`src/rtl/i2c_reg_ctrl.sv`:
```
// Register-access sequencer for the OV5640 SCCB bit-shift engine: turns one
// register write/read request into the ordered byte commands (Cmd/Go/Trans_Done).
module i2c_reg_ctrl #(
  parameter bit ADDR_16BIT = 1'b1
) (
  input  logic        Clk,
  input  logic        Rst_p,
  input  logic        wrreg_req,
  input  logic        rdreg_req,
  input  logic [6:0]  dev_id,
  input  logic [15:0] reg_addr,
  input  logic [7:0]  wr_data,
  output logic [7:0]  rd_data,
  output logic        rw_done,
  output logic        ack_err,
  output logic        busy,
  output logic [5:0]  Cmd,
  output logic        Go,
  output logic [7:0]  Tx_DATA,
  input  logic [7:0]  Rx_DATA,
  input  logic        Trans_Done,
  input  logic        ack_o
);

  localparam logic [5:0] CMD_WR   = 6'b000001;
  localparam logic [5:0] CMD_STA  = 6'b000010;
  localparam logic [5:0] CMD_RD   = 6'b000100;
  localparam logic [5:0] CMD_STO  = 6'b001000;
  localparam logic [5:0] CMD_NACK = 6'b100000;

  typedef enum logic [1:0] {IDLE, ISSUE, WAIT, DONE} state_t;

  state_t      state_q, state_d;
  logic [2:0]  idx_q, idx_d;
  logic        is_rd_q, is_rd_d;
  logic [6:0]  dev_q, dev_d;
  logic [15:0] addr_q, addr_d;
  logic [7:0]  data_q, data_d;
  logic        err_q, err_d;
  logic        settle_q, settle_d;
  logic [7:0]  rd_data_q, rd_data_d;
  logic        ack_err_q, ack_err_d;

  logic [2:0]  step;
  logic [5:0]  byte_cmd;
  logic [7:0]  byte_tx;
  logic        last_byte;
  logic        err_next;

  // Byte index maps onto the 16-bit-address step list; the high address byte
  // is skipped when only an 8-bit register address is used.
  always_comb begin
    step = idx_q;
    if (!ADDR_16BIT && idx_q != 3'd0) begin
      step = idx_q + 3'd1;
    end
    byte_cmd = CMD_RD | CMD_NACK | CMD_STO;
    byte_tx  = 8'h00;
    case (step)
      3'd0: begin
        byte_cmd = CMD_STA | CMD_WR;
        byte_tx  = {dev_q, 1'b0};
      end
      3'd1: begin
        byte_cmd = CMD_WR;
        byte_tx  = addr_q[15:8];
      end
      3'd2: begin
        byte_cmd = is_rd_q ? (CMD_WR | CMD_STO) : CMD_WR;
        byte_tx  = addr_q[7:0];
      end
      3'd3: begin
        byte_cmd = is_rd_q ? (CMD_STA | CMD_WR) : (CMD_WR | CMD_STO);
        byte_tx  = is_rd_q ? {dev_q, 1'b1} : data_q;
      end
      default: begin
        byte_cmd = CMD_RD | CMD_NACK | CMD_STO;
        byte_tx  = 8'h00;
      end
    endcase
    last_byte = is_rd_q ? (step == 3'd4) : (step == 3'd3);
  end

  always_comb begin
    state_d   = state_q;
    idx_d     = idx_q;
    is_rd_d   = is_rd_q;
    dev_d     = dev_q;
    addr_d    = addr_q;
    data_d    = data_q;
    err_d     = err_q;
    settle_d  = settle_q;
    rd_data_d = rd_data_q;
    ack_err_d = ack_err_q;
    err_next  = err_q | (byte_cmd[0] & ack_o);
    Cmd       = 6'b000000;
    Tx_DATA   = 8'h00;
    Go        = 1'b0;
    rw_done   = 1'b0;
    case (state_q)
      IDLE: begin
        if (wrreg_req || rdreg_req) begin
          is_rd_d  = !wrreg_req;
          dev_d    = dev_id;
          addr_d   = reg_addr;
          data_d   = wr_data;
          idx_d    = 3'd0;
          err_d    = 1'b0;
          settle_d = 1'b0;
          state_d  = ISSUE;
        end
      end
      ISSUE: begin
        Cmd     = byte_cmd;
        Tx_DATA = byte_tx;
        // After a completed byte the new Cmd/Tx_DATA get one settle cycle before Go.
        if (settle_q) begin
          settle_d = 1'b0;
        end else begin
          Go      = 1'b1;
          state_d = WAIT;
        end
      end
      WAIT: begin
        Cmd     = byte_cmd;
        Tx_DATA = byte_tx;
        if (Trans_Done) begin
          err_d = err_next;
          if (last_byte) begin
            ack_err_d = err_next;
            if (is_rd_q) begin
              rd_data_d = Rx_DATA;
            end
            state_d = DONE;
          end else begin
            idx_d    = idx_q + 3'd1;
            settle_d = 1'b1;
            state_d  = ISSUE;
          end
        end
      end
      DONE: begin
        rw_done = 1'b1;
        state_d = IDLE;
      end
      default: state_d = IDLE;
    endcase
  end

  always_ff @(posedge Clk or posedge Rst_p) begin
    if (Rst_p) begin
      state_q   <= IDLE;
      idx_q     <= 3'd0;
      is_rd_q   <= 1'b0;
      dev_q     <= 7'd0;
      addr_q    <= 16'd0;
      data_q    <= 8'd0;
      err_q     <= 1'b0;
      settle_q  <= 1'b0;
      rd_data_q <= 8'd0;
      ack_err_q <= 1'b0;
    end else begin
      state_q   <= state_d;
      idx_q     <= idx_d;
      is_rd_q   <= is_rd_d;
      dev_q     <= dev_d;
      addr_q    <= addr_d;
      data_q    <= data_d;
      err_q     <= err_d;
      settle_q  <= settle_d;
      rd_data_q <= rd_data_d;
      ack_err_q <= ack_err_d;
    end
  end

  assign busy    = (state_q != IDLE);
  assign rd_data = rd_data_q;
  assign ack_err = ack_err_q;

endmodule

```
`config.mk`:
```
export PLATFORM = sky130hd
export DESIGN_NAME = i2c_reg_ctrl
export DESIGN_NICKNAME = d
export VERILOG_FILES = /design/src/rtl/i2c_reg_ctrl.sv
export SDC_FILE = /design/constraint.sdc
export NUM_CORES = 1
export LEC_CHECK = 0
export BUFFER_PORTS_ARGS = -buffer_cell sky130_fd_sc_hd__buf_2
export CAP_MARGIN = 15
export CORE_MARGIN = 2
export CORE_UTILIZATION = 55
export DETAILED_ROUTE_END_ITERATION = 8
export GPL_ROUTABILITY_DRIVEN = 0
export GPL_TIMING_DRIVEN = 0
export PLACE_DENSITY = 0.85
export REMOVE_ABC_BUFFERS = 1
export SLEW_MARGIN = 20
export SYNTH_ARGS = -nofsm -noshare
export SYNTH_HDL_FRONTEND = slang
export SYNTH_SLANG_ARGS = --single-unit
```
`constraint.sdc`:
```
create_clock -name Clk -period 4.1 [get_ports Clk]
set_input_delay 0.205 -clock Clk [delete_from_list [all_inputs] [get_ports Clk]]
set_output_delay 0.205 -clock Clk [all_outputs]
set_load 0.03 [all_outputs]
```
==> impl_metrics.yaml <==
sta:
  fin_crit_sh: 0.647
  final_max_slew_viol_count: 0
  max_slew.worst_pin.slew_ns: 0.600
  fin_setup_tns_ns: 0
  fin_crit_ns: 2.65
  achievable-frequency_mhz: 377
  maxSlewHeadroom: 0.598
  grt_setup_unrepaired: "false"
  final.setup_skew_ns: 0.00455
  setup_viol: 0
  final-hold-violation-count: 0
  min_hold_slack_ns: 0.124
  worst_slack_ns: 1.45
flow_run:
  max_cap_violation_count: 0
final_layout:
  storage_cell_area_um2: 1200
  nFillCells: 295
  layout-drive-gt1-share: 0.496
  n_antenna_cell: 0
  num-nets-final: 311
  stdcell_area_um2: 2850
  instances_no_fill: 306
  area_delta_synth_final_pct: 21.4
  final_core_util: 0.701
  multi_input_comb_area_um2: 1050
worst_setup_path:
  critPathCaptureType: "primary output"
  worstSetupStartpointType: "register"
  crit_required_ns: 3.89
  critical_setup_path_kind: "reg -> out"
  critPathMaxFanout: 10
  critical_path_arrival_ns: 2.45
yosys:
  dominantRegCellSynth: "sky130_fd_sc_hd__dfrtp_1"
  netlist_top_cells_area: "sky130_fd_sc_hd__dfrtp_1 51%, sky130_fd_sc_hd__mux2_2 20%, sky130_fd_sc_hd__ha_1 5.3%"
  synth_enable_flop_cells: 0
  post-synth-top-area-cell: "sky130_fd_sc_hd__dfrtp_1"
  syn_avg_cell_area_um2: 12.6
  synthesis.yosys.warnings: 0
  postSynthRegisterBits: 48
  netlist.area_leader.share: 0.513
  postSynth.asyncResetShare: 1.00
  netlist_area_um2: 2340
  yosysUniqueCellTypes: 33
  synth_sequential_area_ratio: 0.513
  syn_inst: 186
placement:
  dp_cells: 298
  io_buffers: 69
  place_area_um2: 2740
  place_hpwl_mm: 3.65
  detailedPlace.worstSlack_ns: 1.79
floorplan:
  std_cell_rows: 23
  io-pin-count: 71
  start_util: 0.578
  die-area_um2: 4800
  floorplan.core_area_um2: 4060
  die_height_um: 69.3
  die_width_um: 69.3
status:
  outcome: "completed"
pwr:
  power.leakage_nw: 1.43
  ir_drop_mv: 0.362
  power_per_cell_area_nw_per_um2: 782
  total_power_after_layout_mw: 2.22
cts:
  number_of_buffers_created_by_cts: 5
  worst_setup_hold_path_clk_slew_ns: 0.09
  cts_num_sinks: 48
  cts_tree: "built"
  worstSkewPairLatency_ns: 0.30
  cts.path.max_buffers: 2
  root_buffer: "sky130_fd_sc_hd__clkbuf_8"
  htree_num_levels: 2
  post_cts.repair.setup_buffers: 0
detailed_routing:
  dr.pass1.iters: 4
  wl_mm: 5.01
  initialDrtViolationCount: 135
  drcViolationCount: 0
  route.antenna.remaining_nets: 0
  detail_route.vias_per_cell: 5.68
  route.detailed.wl_per_inst_um: 16.4
  routed-via-count: 1738
global_route:
  overflow: 0
  grt_pass1_wl_mm: 8.48
  groute.usage.overall: 0.222
  number_of_antenna_violations_at_the_first_check_in_global_routing: 0
  grt_pass1_vias: 1777
  grt_max_degree: 33
min_path:
  min_path_type: "in -> reg"
-- registers in the layout (all words and copies together), names as in the netlist --
name and flops:
settle_q 1, addr_q 16, is_rd_q 1, state_q 2
dev_q 7, ack_err 1, err_q 1, rd_data 8
idx_q 3, data_q 8
-- area by class of cell --
class	count	share of cell area
inverters	9	0.0119
flip-flops and latches	48	0.422
well taps	50	0.0220
clock buffers	6	0.0290
repair buffers	72	0.142
multi-input cells	120	0.370
clock inverters	1	0.00308
-- cells in the mapped netlist (2+ instances only) --
cell type / n
sky130_fd_sc_hd__dfrtp_1: 48
sky130_fd_sc_hd__mux2_2: 41
sky130_fd_sc_hd__nor2_1: 11
sky130_fd_sc_hd__ha_1: 10
sky130_fd_sc_hd__a21oi_1: 8
sky130_fd_sc_hd__a22o_1: 8
sky130_fd_sc_hd__inv_1: 8
sky130_fd_sc_hd__nand2_1: 8
sky130_fd_sc_hd__a222oi_1: 7
sky130_fd_sc_hd__buf_2: 5
sky130_fd_sc_hd__a31oi_1: 3
sky130_fd_sc_hd__o21ai_0: 3
sky130_fd_sc_hd__and2b_2: 2
sky130_fd_sc_hd__buf_4: 2
sky130_fd_sc_hd__nor2b_1: 2
sky130_fd_sc_hd__nor3_1: 2
sky130_fd_sc_hd__o21ai_1: 2
-- where the power goes --
group / switching (mW) / leakage [nW] / internal [mW]
combinational: 0.656 / 0.793 / 0.483
sequential: 0.125 / 0.593 / 0.670
clock: 0.155 / 0.0473 / 0.135
-- placed cells by master (no fill, tap or decap), types with 6 or more instances in the layout --
master and n:
sky130_fd_sc_hd__buf_2 69, sky130_fd_sc_hd__dfrtp_1 48, sky130_fd_sc_hd__mux2_2 41, sky130_fd_sc_hd__nor2_1 11, sky130_fd_sc_hd__ha_1 10, sky130_fd_sc_hd__a22o_1 8, sky130_fd_sc_hd__nand2_1 8, sky130_fd_sc_hd__a21oi_1 8
sky130_fd_sc_hd__inv_1 7, sky130_fd_sc_hd__a222oi_1 7, sky130_fd_sc_hd__clkbuf_8 6
-- worst paths after layout --
| check | to | slack (ns) | startpoint | cells after the start |
|---|---|---|---|---|
| min in group asynchronous | rd_data[0] | 0.42 | Rst_p | 3 |
| max in group asynchronous | addr_q[11] | 3.19 | Rst_p | 4 |
| max | Tx_DATA[5] | 1.45 | idx_q[0] | 7 |
| min reg2reg | rd_data[3] | 0.51 | rd_data[3] | 1 |
| min | addr_q[7] | 0.12 | reg_addr[7] | 2 |
| max reg2reg | settle_q | 1.78 | idx_q[2] | 6 |
-- routing by layer --
layer  vias to the layer above  part of all wire  track usage
li1                        811                 -            -
met1                       867              0.40        0.280
met2                        49              0.54        0.359
met3                        11             0.047       0.0654
met4                         0             0.023       0.0893
met5                         -                 0            0
-- worst max-delay path, cell delays in order (launching register included) --
cell and delay (ns):
sky130_fd_sc_hd__dfrtp_1 0.44, sky130_fd_sc_hd__inv_1 0.10, sky130_fd_sc_hd__ha_1 0.41, sky130_fd_sc_hd__nor3_1 0.08, sky130_fd_sc_hd__o21bai_1 0.32, sky130_fd_sc_hd__nand2_1 0.33
sky130_fd_sc_hd__nor2_1 0.23, sky130_fd_sc_hd__buf_2 0.22
-- cells by family (layout without fill, tap and decap cells) --
logic type      count (synthesis)  in the layout  synth area share
other cells                     1              1           0.00160
simple gates                   32             32            0.0790
mux                            41             41             0.197
compound gates                 36             36             0.114
buf+inv                        18             88            0.0427
flops                          48             48             0.513
fa+ha+maj                      10             10            0.0534
-- what timing repair did --
item / 4_1_cts / 5_1_grt
gates resized for setup: 0 / 0
hold endpoints to repair: 16 / 0
endpoints found under the setup margin: 0 / 0
hold buffers: 1 / 0
No activity file was read; power rests on OpenSTA's default activity.
